**src/rtl/dm_arbiter_if.sv**
```systemverilog
// Two-requester memory bus plus the shared single-port RAM command/response lines.
// Pure wiring, so it adds no latency.
// No backpressure: a requester holds req until its ready pulse arrives.
interface dm_arbiter_if #(
  parameter int ADDR_W = 15
);
  // requester 0
  logic              m0_req;
  logic              m0_we;
  logic [31:0]       m0_addr;
  logic [31:0]       m0_wdata;
  logic [1:0]        m0_type;
  logic              m0_ready;
  // requester 1
  logic              m1_req;
  logic              m1_we;
  logic [31:0]       m1_addr;
  logic [31:0]       m1_wdata;
  logic [1:0]        m1_type;
  logic              m1_ready;
  // shared load result
  logic [31:0]       rdata;
  // RAM command / response
  logic              ram_en;
  logic              ram_we;
  logic [ADDR_W-1:0] ram_idx;
  logic [31:0]       ram_wdata;
  logic [31:0]       ram_rdata;

  // arbiter side
  modport slave (
    input  m0_req, m0_we, m0_addr, m0_wdata, m0_type,
    input  m1_req, m1_we, m1_addr, m1_wdata, m1_type,
    input  ram_rdata,
    output m0_ready, m1_ready, rdata,
    output ram_en, ram_we, ram_idx, ram_wdata
  );

  // requester / RAM-model side
  modport master (
    output m0_req, m0_we, m0_addr, m0_wdata, m0_type,
    output m1_req, m1_we, m1_addr, m1_wdata, m1_type,
    output ram_rdata,
    input  m0_ready, m1_ready, rdata,
    input  ram_en, ram_we, ram_idx, ram_wdata
  );
endinterface

```
**src/rtl/dm_arbiter.sv**
```systemverilog
// Round-robin arbiter giving two requesters access to one RAM; byte/half stores use read-modify-write.
// Latency from the IDLE sampling edge to ready: 2 cycles for word stores, 3 for loads and sub-word stores.
// No backpressure: one access in flight; the loser keeps req high and is granted after the next return to IDLE.
module dm_arbiter #(
  parameter int ADDR_W = 15
) (
  input  logic        clk,
  input  logic        reset,
  dm_arbiter_if.slave bus,
  output logic        busy
);

  typedef enum logic [2:0] {
    IDLE = 3'd0,
    WR   = 3'd1,
    RD   = 3'd2,
    RDV  = 3'd3,
    ACK  = 3'd4
  } state_e;

  // type encoding: 2 = byte, 3 = half, 0/1 = word, so bit 1 marks a sub-word access
  localparam logic [1:0] TYPE_BYTE = 2'd2;
  localparam logic [1:0] TYPE_HALF = 2'd3;

  state_e             state_q, state_d;
  logic               gnt_q, gnt_d;     // 0 = m0, 1 = m1
  logic               last_q, last_d;   // port granted most recently
  logic               we_q, we_d;
  logic [ADDR_W+1:0]  addr_q, addr_d;   // only word index plus byte offset are kept
  logic [31:0]        wdata_q, wdata_d;
  logic [1:0]         typ_q, typ_d;
  logic [31:0]        rdata_q, rdata_d;

  logic               sel_port;
  logic               sel_we;
  logic [ADDR_W+1:0]  sel_addr;
  logic [31:0]        sel_wdata;
  logic [1:0]         sel_typ;
  logic [31:0]        merged;

  // Address bits above the RAM size are deliberately dropped.
  logic unused_addr_hi;
  assign unused_addr_hi = ^{bus.m0_addr[31:ADDR_W+2], bus.m1_addr[31:ADDR_W+2]};

  // Pick the port to grant: on a tie, the one that did not win last time.
  always_comb begin
    sel_port = bus.m1_req;
    if (bus.m0_req && bus.m1_req) begin
      sel_port = ~last_q;
    end
    sel_we    = sel_port ? bus.m1_we                  : bus.m0_we;
    sel_addr  = sel_port ? bus.m1_addr[ADDR_W+1:0]    : bus.m0_addr[ADDR_W+1:0];
    sel_wdata = sel_port ? bus.m1_wdata               : bus.m0_wdata;
    sel_typ   = sel_port ? bus.m1_type                : bus.m0_type;
  end

  // Fold the latched sub-word store data into the word just read from RAM.
  always_comb begin
    merged = bus.ram_rdata;
    if (typ_q == TYPE_BYTE) begin
      merged[{addr_q[1:0], 3'b000} +: 8] = wdata_q[7:0];
    end else if (typ_q == TYPE_HALF) begin
      if (addr_q[1]) begin
        merged[31:16] = wdata_q[15:0];
      end else begin
        merged[15:0]  = wdata_q[15:0];
      end
    end
  end

  // Next-state logic: requests are only looked at in IDLE, the rest is sequencing.
  always_comb begin
    state_d = state_q;
    gnt_d   = gnt_q;
    last_d  = last_q;
    we_d    = we_q;
    addr_d  = addr_q;
    wdata_d = wdata_q;
    typ_d   = typ_q;
    rdata_d = rdata_q;
    case (state_q)
      IDLE: begin
        if (bus.m0_req || bus.m1_req) begin
          gnt_d   = sel_port;
          last_d  = sel_port;
          we_d    = sel_we;
          addr_d  = sel_addr;
          wdata_d = sel_wdata;
          typ_d   = sel_typ;
          state_d = (sel_we && !sel_typ[1]) ? WR : RD;
        end
      end
      WR:  state_d = ACK;
      RD:  state_d = RDV;
      RDV: begin
        if (!we_q) begin
          rdata_d = bus.ram_rdata;
        end
        state_d = ACK;
      end
      ACK:     state_d = IDLE;
      default: state_d = IDLE;
    endcase
  end

  // RAM command and completion pulses decoded from the current state.
  always_comb begin
    bus.ram_en    = 1'b0;
    bus.ram_we    = 1'b0;
    bus.ram_idx   = addr_q[ADDR_W+1:2];
    bus.ram_wdata = wdata_q;
    bus.m0_ready  = 1'b0;
    bus.m1_ready  = 1'b0;
    case (state_q)
      WR: begin
        bus.ram_en = 1'b1;
        bus.ram_we = 1'b1;
      end
      RD: begin
        bus.ram_en = 1'b1;
      end
      RDV: begin
        if (we_q) begin
          bus.ram_en    = 1'b1;
          bus.ram_we    = 1'b1;
          bus.ram_wdata = merged;
        end
      end
      ACK: begin
        bus.m0_ready = ~gnt_q;
        bus.m1_ready =  gnt_q;
      end
      default: ;
    endcase
  end

  assign bus.rdata = rdata_q;
  assign busy      = (state_q != IDLE);

  // State and latched-request registers; reset makes m0 win the first tie.
  always_ff @(posedge clk or negedge reset) begin
    if (!reset) begin
      state_q <= IDLE;
      gnt_q   <= 1'b0;
      last_q  <= 1'b1;
      we_q    <= 1'b0;
      addr_q  <= '0;
      wdata_q <= '0;
      typ_q   <= '0;
      rdata_q <= '0;
    end else begin
      state_q <= state_d;
      gnt_q   <= gnt_d;
      last_q  <= last_d;
      we_q    <= we_d;
      addr_q  <= addr_d;
      wdata_q <= wdata_d;
      typ_q   <= typ_d;
      rdata_q <= rdata_d;
    end
  end

endmodule

```
**src/flat_wrapper.sv**
```systemverilog
// flat-port wrapper written by rule: the top's interface ports become plain ports
module dm_arbiter_flat 
#(
  parameter int ADDR_W = 15
)
  (clk, reset, busy, bus_m0_req, bus_m0_we, bus_m0_addr, bus_m0_wdata, bus_m0_type, bus_m1_req, bus_m1_we, bus_m1_addr, bus_m1_wdata, bus_m1_type, bus_ram_rdata, bus_m0_ready, bus_m1_ready, bus_rdata, bus_ram_en, bus_ram_we, bus_ram_idx, bus_ram_wdata);
  dm_arbiter_if #(.ADDR_W(ADDR_W)) bus_i ();
  input  logic clk;
  input  logic reset;
  output logic busy;
  input wire logic [$bits(bus_i.m0_req)-1:0] bus_m0_req;
  input wire logic [$bits(bus_i.m0_we)-1:0] bus_m0_we;
  input wire logic [$bits(bus_i.m0_addr)-1:0] bus_m0_addr;
  input wire logic [$bits(bus_i.m0_wdata)-1:0] bus_m0_wdata;
  input wire logic [$bits(bus_i.m0_type)-1:0] bus_m0_type;
  input wire logic [$bits(bus_i.m1_req)-1:0] bus_m1_req;
  input wire logic [$bits(bus_i.m1_we)-1:0] bus_m1_we;
  input wire logic [$bits(bus_i.m1_addr)-1:0] bus_m1_addr;
  input wire logic [$bits(bus_i.m1_wdata)-1:0] bus_m1_wdata;
  input wire logic [$bits(bus_i.m1_type)-1:0] bus_m1_type;
  input wire logic [$bits(bus_i.ram_rdata)-1:0] bus_ram_rdata;
  output wire logic [$bits(bus_i.m0_ready)-1:0] bus_m0_ready;
  output wire logic [$bits(bus_i.m1_ready)-1:0] bus_m1_ready;
  output wire logic [$bits(bus_i.rdata)-1:0] bus_rdata;
  output wire logic [$bits(bus_i.ram_en)-1:0] bus_ram_en;
  output wire logic [$bits(bus_i.ram_we)-1:0] bus_ram_we;
  output wire logic [$bits(bus_i.ram_idx)-1:0] bus_ram_idx;
  output wire logic [$bits(bus_i.ram_wdata)-1:0] bus_ram_wdata;
  assign bus_i.m0_req = bus_m0_req;
  assign bus_i.m0_we = bus_m0_we;
  assign bus_i.m0_addr = bus_m0_addr;
  assign bus_i.m0_wdata = bus_m0_wdata;
  assign bus_i.m0_type = bus_m0_type;
  assign bus_i.m1_req = bus_m1_req;
  assign bus_i.m1_we = bus_m1_we;
  assign bus_i.m1_addr = bus_m1_addr;
  assign bus_i.m1_wdata = bus_m1_wdata;
  assign bus_i.m1_type = bus_m1_type;
  assign bus_i.ram_rdata = bus_ram_rdata;
  assign bus_m0_ready = bus_i.m0_ready;
  assign bus_m1_ready = bus_i.m1_ready;
  assign bus_rdata = bus_i.rdata;
  assign bus_ram_en = bus_i.ram_en;
  assign bus_ram_we = bus_i.ram_we;
  assign bus_ram_idx = bus_i.ram_idx;
  assign bus_ram_wdata = bus_i.ram_wdata;
  dm_arbiter #(.ADDR_W(ADDR_W)) u_core (.clk(clk), .reset(reset), .bus(bus_i), .busy(busy));
endmodule
```
**config.mk**
```make
export PLATFORM = sky130hd
export DESIGN_NAME = dm_arbiter_flat
export DESIGN_NICKNAME = d
export VERILOG_FILES = /design/src/rtl/dm_arbiter_if.sv /design/src/rtl/dm_arbiter.sv /design/src/flat_wrapper.sv
export SDC_FILE = /design/constraint.sdc
export NUM_CORES = 1
export LEC_CHECK = 0
export CELL_PAD_IN_SITES_DETAIL_PLACEMENT = 0
export CELL_PAD_IN_SITES_GLOBAL_PLACEMENT = 2
export CORE_UTILIZATION = 21
export DETAILED_ROUTE_END_ITERATION = 6
export PLACE_DENSITY = 0.81
export SLEW_MARGIN = 20
export SYNTH_ARGS = -nofsm -noshare
export SYNTH_HDL_FRONTEND = slang
export SYNTH_SLANG_ARGS = --single-unit
```
**constraint.sdc**
```tcl
create_clock -name clk -period 1.9 [get_ports clk]
set_clock_uncertainty 0.05 [all_clocks]
set_input_delay 0.38 -clock clk [delete_from_list [all_inputs] [get_ports clk]]
set_output_delay 0.38 -clock clk [all_outputs]
set_load 0.02 [all_outputs]
```
* Word level (Yosys, flattened, before mapping)
Index checks and enable logic that the tools add are counted. Widths: inputs -> output; s select.
Word-level totals: bits in registers 89, input bits 170, output and inout bits 84, logic and storage cells 51
Cells by class: add/subtract/negate cells 1, equality and inequality tests 7, shift-type cells 2, multiplexer cells 20, bitwise operators 3, reductions and logical operators 10
Operators with widths (count):
- $mux 32 | 5
- $bwmux 32 | 1
- $mux 16 | 2
- $shift 8x7->32 const A | 1
- $shiftx 8x7->32 | 1
- $mux 17 | 1
- $pmux 3 s3 | 1
- $neg 5->7 | 1
- $eq 3x2->1 const B | 2
- $mux 1 | 5
- $eq 2x2->1 const B | 2
- $mux 2 | 2
- $pmux 1 s2 | 2
- $reduce_and 2->1 | 2
- $reduce_or 2->1 | 2
- $eq 3x1->1 const B | 1
- $eq 3x3->1 const B | 1
- $logic_not 3->1 | 1
- $mux 3 | 1
- $not 1->1 | 3
- $reduce_bool 3->1 | 1
- $logic_and 1x1->1 | 2
- $ne 2x1->1 const B | 1
- $logic_not 1->1 | 1
- $logic_or 1x1->1 | 1

* Depth between registers and ports, before layout
depth in word-level cells 8, depth in mapped cells 7, mapped depth without buffers 6

* Worst setup path after synthesis
OpenSTA, ideal clock, no wires.
path type reg2out, start point register u_core.addr_q[0], end point output port bus_ram_wdata[16], arrival time 1.946 ns, data required time 1.470 ns, path slack -0.476 ns, stages on the path, launching flop included 6, buffers on the path 0, cells stage by stage dfrtp_1 -> inv_1 -> ha_1 -> nor4_2 -> a221oi_1 -> nor3_1
On the way: word-level cells in the longest chain between the ends 6, elaborated cells on any way between the ends 7, those cells by class 1 x add/sub; 2 x shift; 4 x mux
RTL lines:
- from (decl) | line dm_arbiter.sv:29 | logic [ADDR_W+1:0] addr_q, addr_d;
- from (signal assigned) | line dm_arbiter.sv:156 | addr_q <= addr_d;
- $neg 5->7 (*) | line dm_arbiter.sv:61 | merged[{addr_q[1:0], 3'b000} +: 8] = wdata_q[7:0];
- $shiftx 8x7->32 / $shift 8x7->32 (equally long branches) | line dm_arbiter.sv:61
- $bwmux 32 (*) | line dm_arbiter.sv:61
- $mux 32 (*) | line dm_arbiter.sv:60 | if (typ_q == TYPE_BYTE) begin
- $mux 32 (*) | line dm_arbiter.sv:123 | if (we_q) begin
- $mux 32 (*) | line dm_arbiter.sv:114 | case (state_q)
- to (decl) | line flat_wrapper.sv:28 | output wire logic [$bits(bus_i.ram_wdata)-1:0] bus_ram_wdata;
Mark *: on every way between the ends. The rest lies on a longest branch, timed or not.

* Worst setup path in the final report
start point register u_core.addr_q[0], end point output port bus_ram_wdata[31]
Same word-level chain as after synthesis.

==> results_dict.tcl <==
set metrics [dict create \
    fin_crit_sh_pct 127 \
    grt_max_degree 37 \
    hold_violations 0 \
    synth_top_area_cell "dfrtp_1" \
    cts_max_level 3 \
    nets 931 \
    synthCells 479 \
    cap_violations 0 \
    ys_seq_area_share_pct 45.0 \
    peakVddDrop_v 0.000530 \
    avgSynthCellArea_um2 10.3 \
    drc 0 \
    cts_sinks 89 \
    drt_iter0_drc 243 \
    top_level_ports 254 \
    syn2layout_area_growth_pct 79.6 \
    cts_root_buf "clkbuf_16" \
    slowest_delay_ns 0.41 \
    cts_tree "yes" \
    synth-seq-cells 89 \
    power_density_mw_per_mm2 1600 \
    fill_cells 2284 \
    total_power_w 0.0142 \
    ys_warn_count 0 \
    worst_setup_path_start_kind "register" \
    core_mm2 0.0228 \
    grt_usage_pct 15.4 \
    ys_top_cells_by_area "dfrtp_1 44%, mux2i_1 11%, mux2_2 8.2%" \
    synth_edf_count 0 \
    clk_path_buf_depth 2 \
    max_slew_margin_pct 63.3 \
    cp_max_fo 4 \
    grt_pass1_vias 4536 \
    path_cells "inv_4, ha_4, buf_4, buf_4, nor3_4, buf_6, a221oi_2, nor2_2, buf_6" \
    setup_violations 32 \
    path_clk_slew_ns 0.07 \
    period_needed_ns 2.42 \
    cp.arrival_ns 1.99 \
    numCtsBuffers 9 \
    final_area_mm2 0.00889 \
    final-max-slew-violation-count 0 \
    fp.dieH_um 156 \
    rsz0062_at_grt "true" \
    num_vias 4594 \
    outcome "complete, but fails checks" \
    synth_top_cell_area_share_pct 44.5 \
    yosysUniqueCellTypes 44 \
    start_util_pct 21.7 \
    worstMarginPinSlew_ns 0.551 \
    fin_setup_tns_ns -15.28 \
    drive_gt1_share_pct 34.0 \
    synthFlopType "dfrtp_1" \
    drt_wl_total_mm 18.4 \
    rows 55 \
    max_freq_ghz 0.413 \
    grt_pass1_wl_mm 27.5 \
    wl_per_cell_um 17.2 \
    placed_area_mm2 0.00826 \
    dp_hpwl_mm 14.5 \
    drt_pass1_iterations 4 \
    netlist_area_mm2 0.00495 \
    multiInputGateArea_mm2 0.00284 \
    pre_cts_ws_ns -0.603 \
    crit_slowest_cell "dfrtp_2" \
    fin_ws_ns -0.522 \
    syn_nets 654 \
    hold_class "reg -> reg" \
    port_buffers 223 \
    die-area_mm2 0.0242 \
    clock_latency_ns 0.35 \
    endpoint_kind "output port" \
    dieWidth_um 156 \
    place_congestion 0.808 \
    ant_nets 0 \
    antenna_cells 0 \
    seq_area_mm2 0.00223 \
    antenna_found_initial 1 \
    via_per_inst 4.28 \
    async_flop_share_pct 100 \
    crit_required_ns 1.47 \
    worst-setup-path-type "reg -> out" \
    grt-ovfl-total 0 \
    failed_checks "setup timing" \
    p_leak_nw 3.83 \
]
==> power breakdown <==
part           total [W]  internal [W]  switching [W]
Sequential       0.00356       0.00286       0.000700
Clock            0.00214       0.00130       0.000840
Combinational    0.00851       0.00433        0.00419
Total             0.0142       0.00849        0.00573
==> flip-flops by register name (all words and copies together), names as in the netlist <==
signal            count
u_core.addr_q        17
u_core.bus.rdata     32
u_core.gnt_q          1
u_core.last_q         1
u_core.state_q        3
u_core.typ_q          2
u_core.wdata_q       32
u_core.we_q           1
==> worst max-delay path, delay by kind of cell (launching register included) <==
family | cells | cell delay, ns
adders and majority gates | 1 | 0.16
DFF | 1 | 0.41
AOI/OAI and AO/OA | 1 | 0.05
buffers and inverters | 5 | 0.65
and+or+nand+nor | 2 | 0.37
==> per-stage QoR <==
step	hold WS [ns]	util, %	std cells
after floorplan	0.0344	-	479
after detailed placement	0.361	36.2	1048
final	0.428	38.9	1074
after CTS	0.437	38.7	1075
after global routing	0.455	38.9	1074
after global placement	0.368	36.2	1048
==> layout make-up <==
| type | count | share of cell area [%] |
|---|---|---|
| well taps | 313 | 4.40 |
| clock inverters | 7 | 1.39 |
| flip-flops and latches | 89 | 25.1 |
| clock buffers | 9 | 2.53 |
| repair buffers | 313 | 34.4 |
| inverters | 5 | 0.310 |
| multi-input cells | 338 | 31.9 |
==> cell families (layout without fill, tap and decap cells) <==
| group | after synthesis | count (layout) | share of synthesized area, % |
|---|---|---|---|
| mux | 91 | 91 | 19.5 |
| fa+ha+maj | 5 | 5 | 1.26 |
| simple gates | 125 | 125 | 12.1 |
| flops | 89 | 89 | 45.0 |
| compound gates | 117 | 117 | 16.0 |
| buf+inv | 52 | 334 | 6.12 |
==> timing repair <==
item | CTS | global route
gates resized for setup | 176 | 26
buffers inserted | 10 | 1
endpoints found under the hold margin | 32 | 0
hold buffers | 1 | 0
pin swaps | 10 | 11
setup endpoints to repair | 37 | 37
==> synth_stat cells, drive strengths merged, types with 2 or more instances <==
cell,number
clkbuf,12
o22ai,5
inv,5
nor2,22
a21o,8
nor2b,6
a22o,8
buf,35
mux2,39
mux2i,52
ha,5
a32o,8
a211oi,13
o21ai,55
and2,14
and3,2
nand2,56
nor3,14
dfrtp,88
nand3b,2
a221oi,16
nand2b,2
==> path summary, 6_finish.rpt <==
kind                                        end  slack (ns)  depth (start not counted)         startpoint
max                           bus_ram_wdata[31]       -0.52                          9   u_core.addr_q[0]
min                           u_core.addr_q[11]        0.43                          2  u_core.addr_q[11]
max reg2reg                u_core.bus.rdata[15]        0.18                          6  u_core.state_q[2]
min reg2reg                   u_core.addr_q[11]        0.43                          2  u_core.addr_q[11]
max in group asynchronous      u_core.addr_q[2]        0.70                          3              reset
min in group asynchronous     u_core.wdata_q[2]        0.51                          2              reset
==> routing by layer <==
metal  wire, um  vias up  global-route usage (%)  share of wire (%)
li1           -     2293                       -                  -
met1       8340     2141                    20.3                 45
met2       8620      142                    24.8                 47
met3       1170       16                    3.42                6.3
met4        289        2                    5.23                1.6
met5          9        -                       0              0.049
==> cells in the final DEF (no fill, tap or decap), types with 11 or more instances in the layout <==
| cell type | n |
|---|---|
| nor3_2 | 12 |
| nor2_1 | 14 |
| buf_12 | 11 |
| dfrtp_1 | 86 |
| buf_4 | 82 |
| nand2_1 | 54 |
| mux2_2 | 36 |
| a221oi_2 | 16 |
| o21ai_1 | 41 |
| mux2i_1 | 52 |
| buf_6 | 30 |
| a211oi_1 | 11 |
| clkdlybuf4s50_1 | 185 |
| and2_1 | 12 |
| o21ai_0 | 12 |
(Power assumes the default switching activity.)
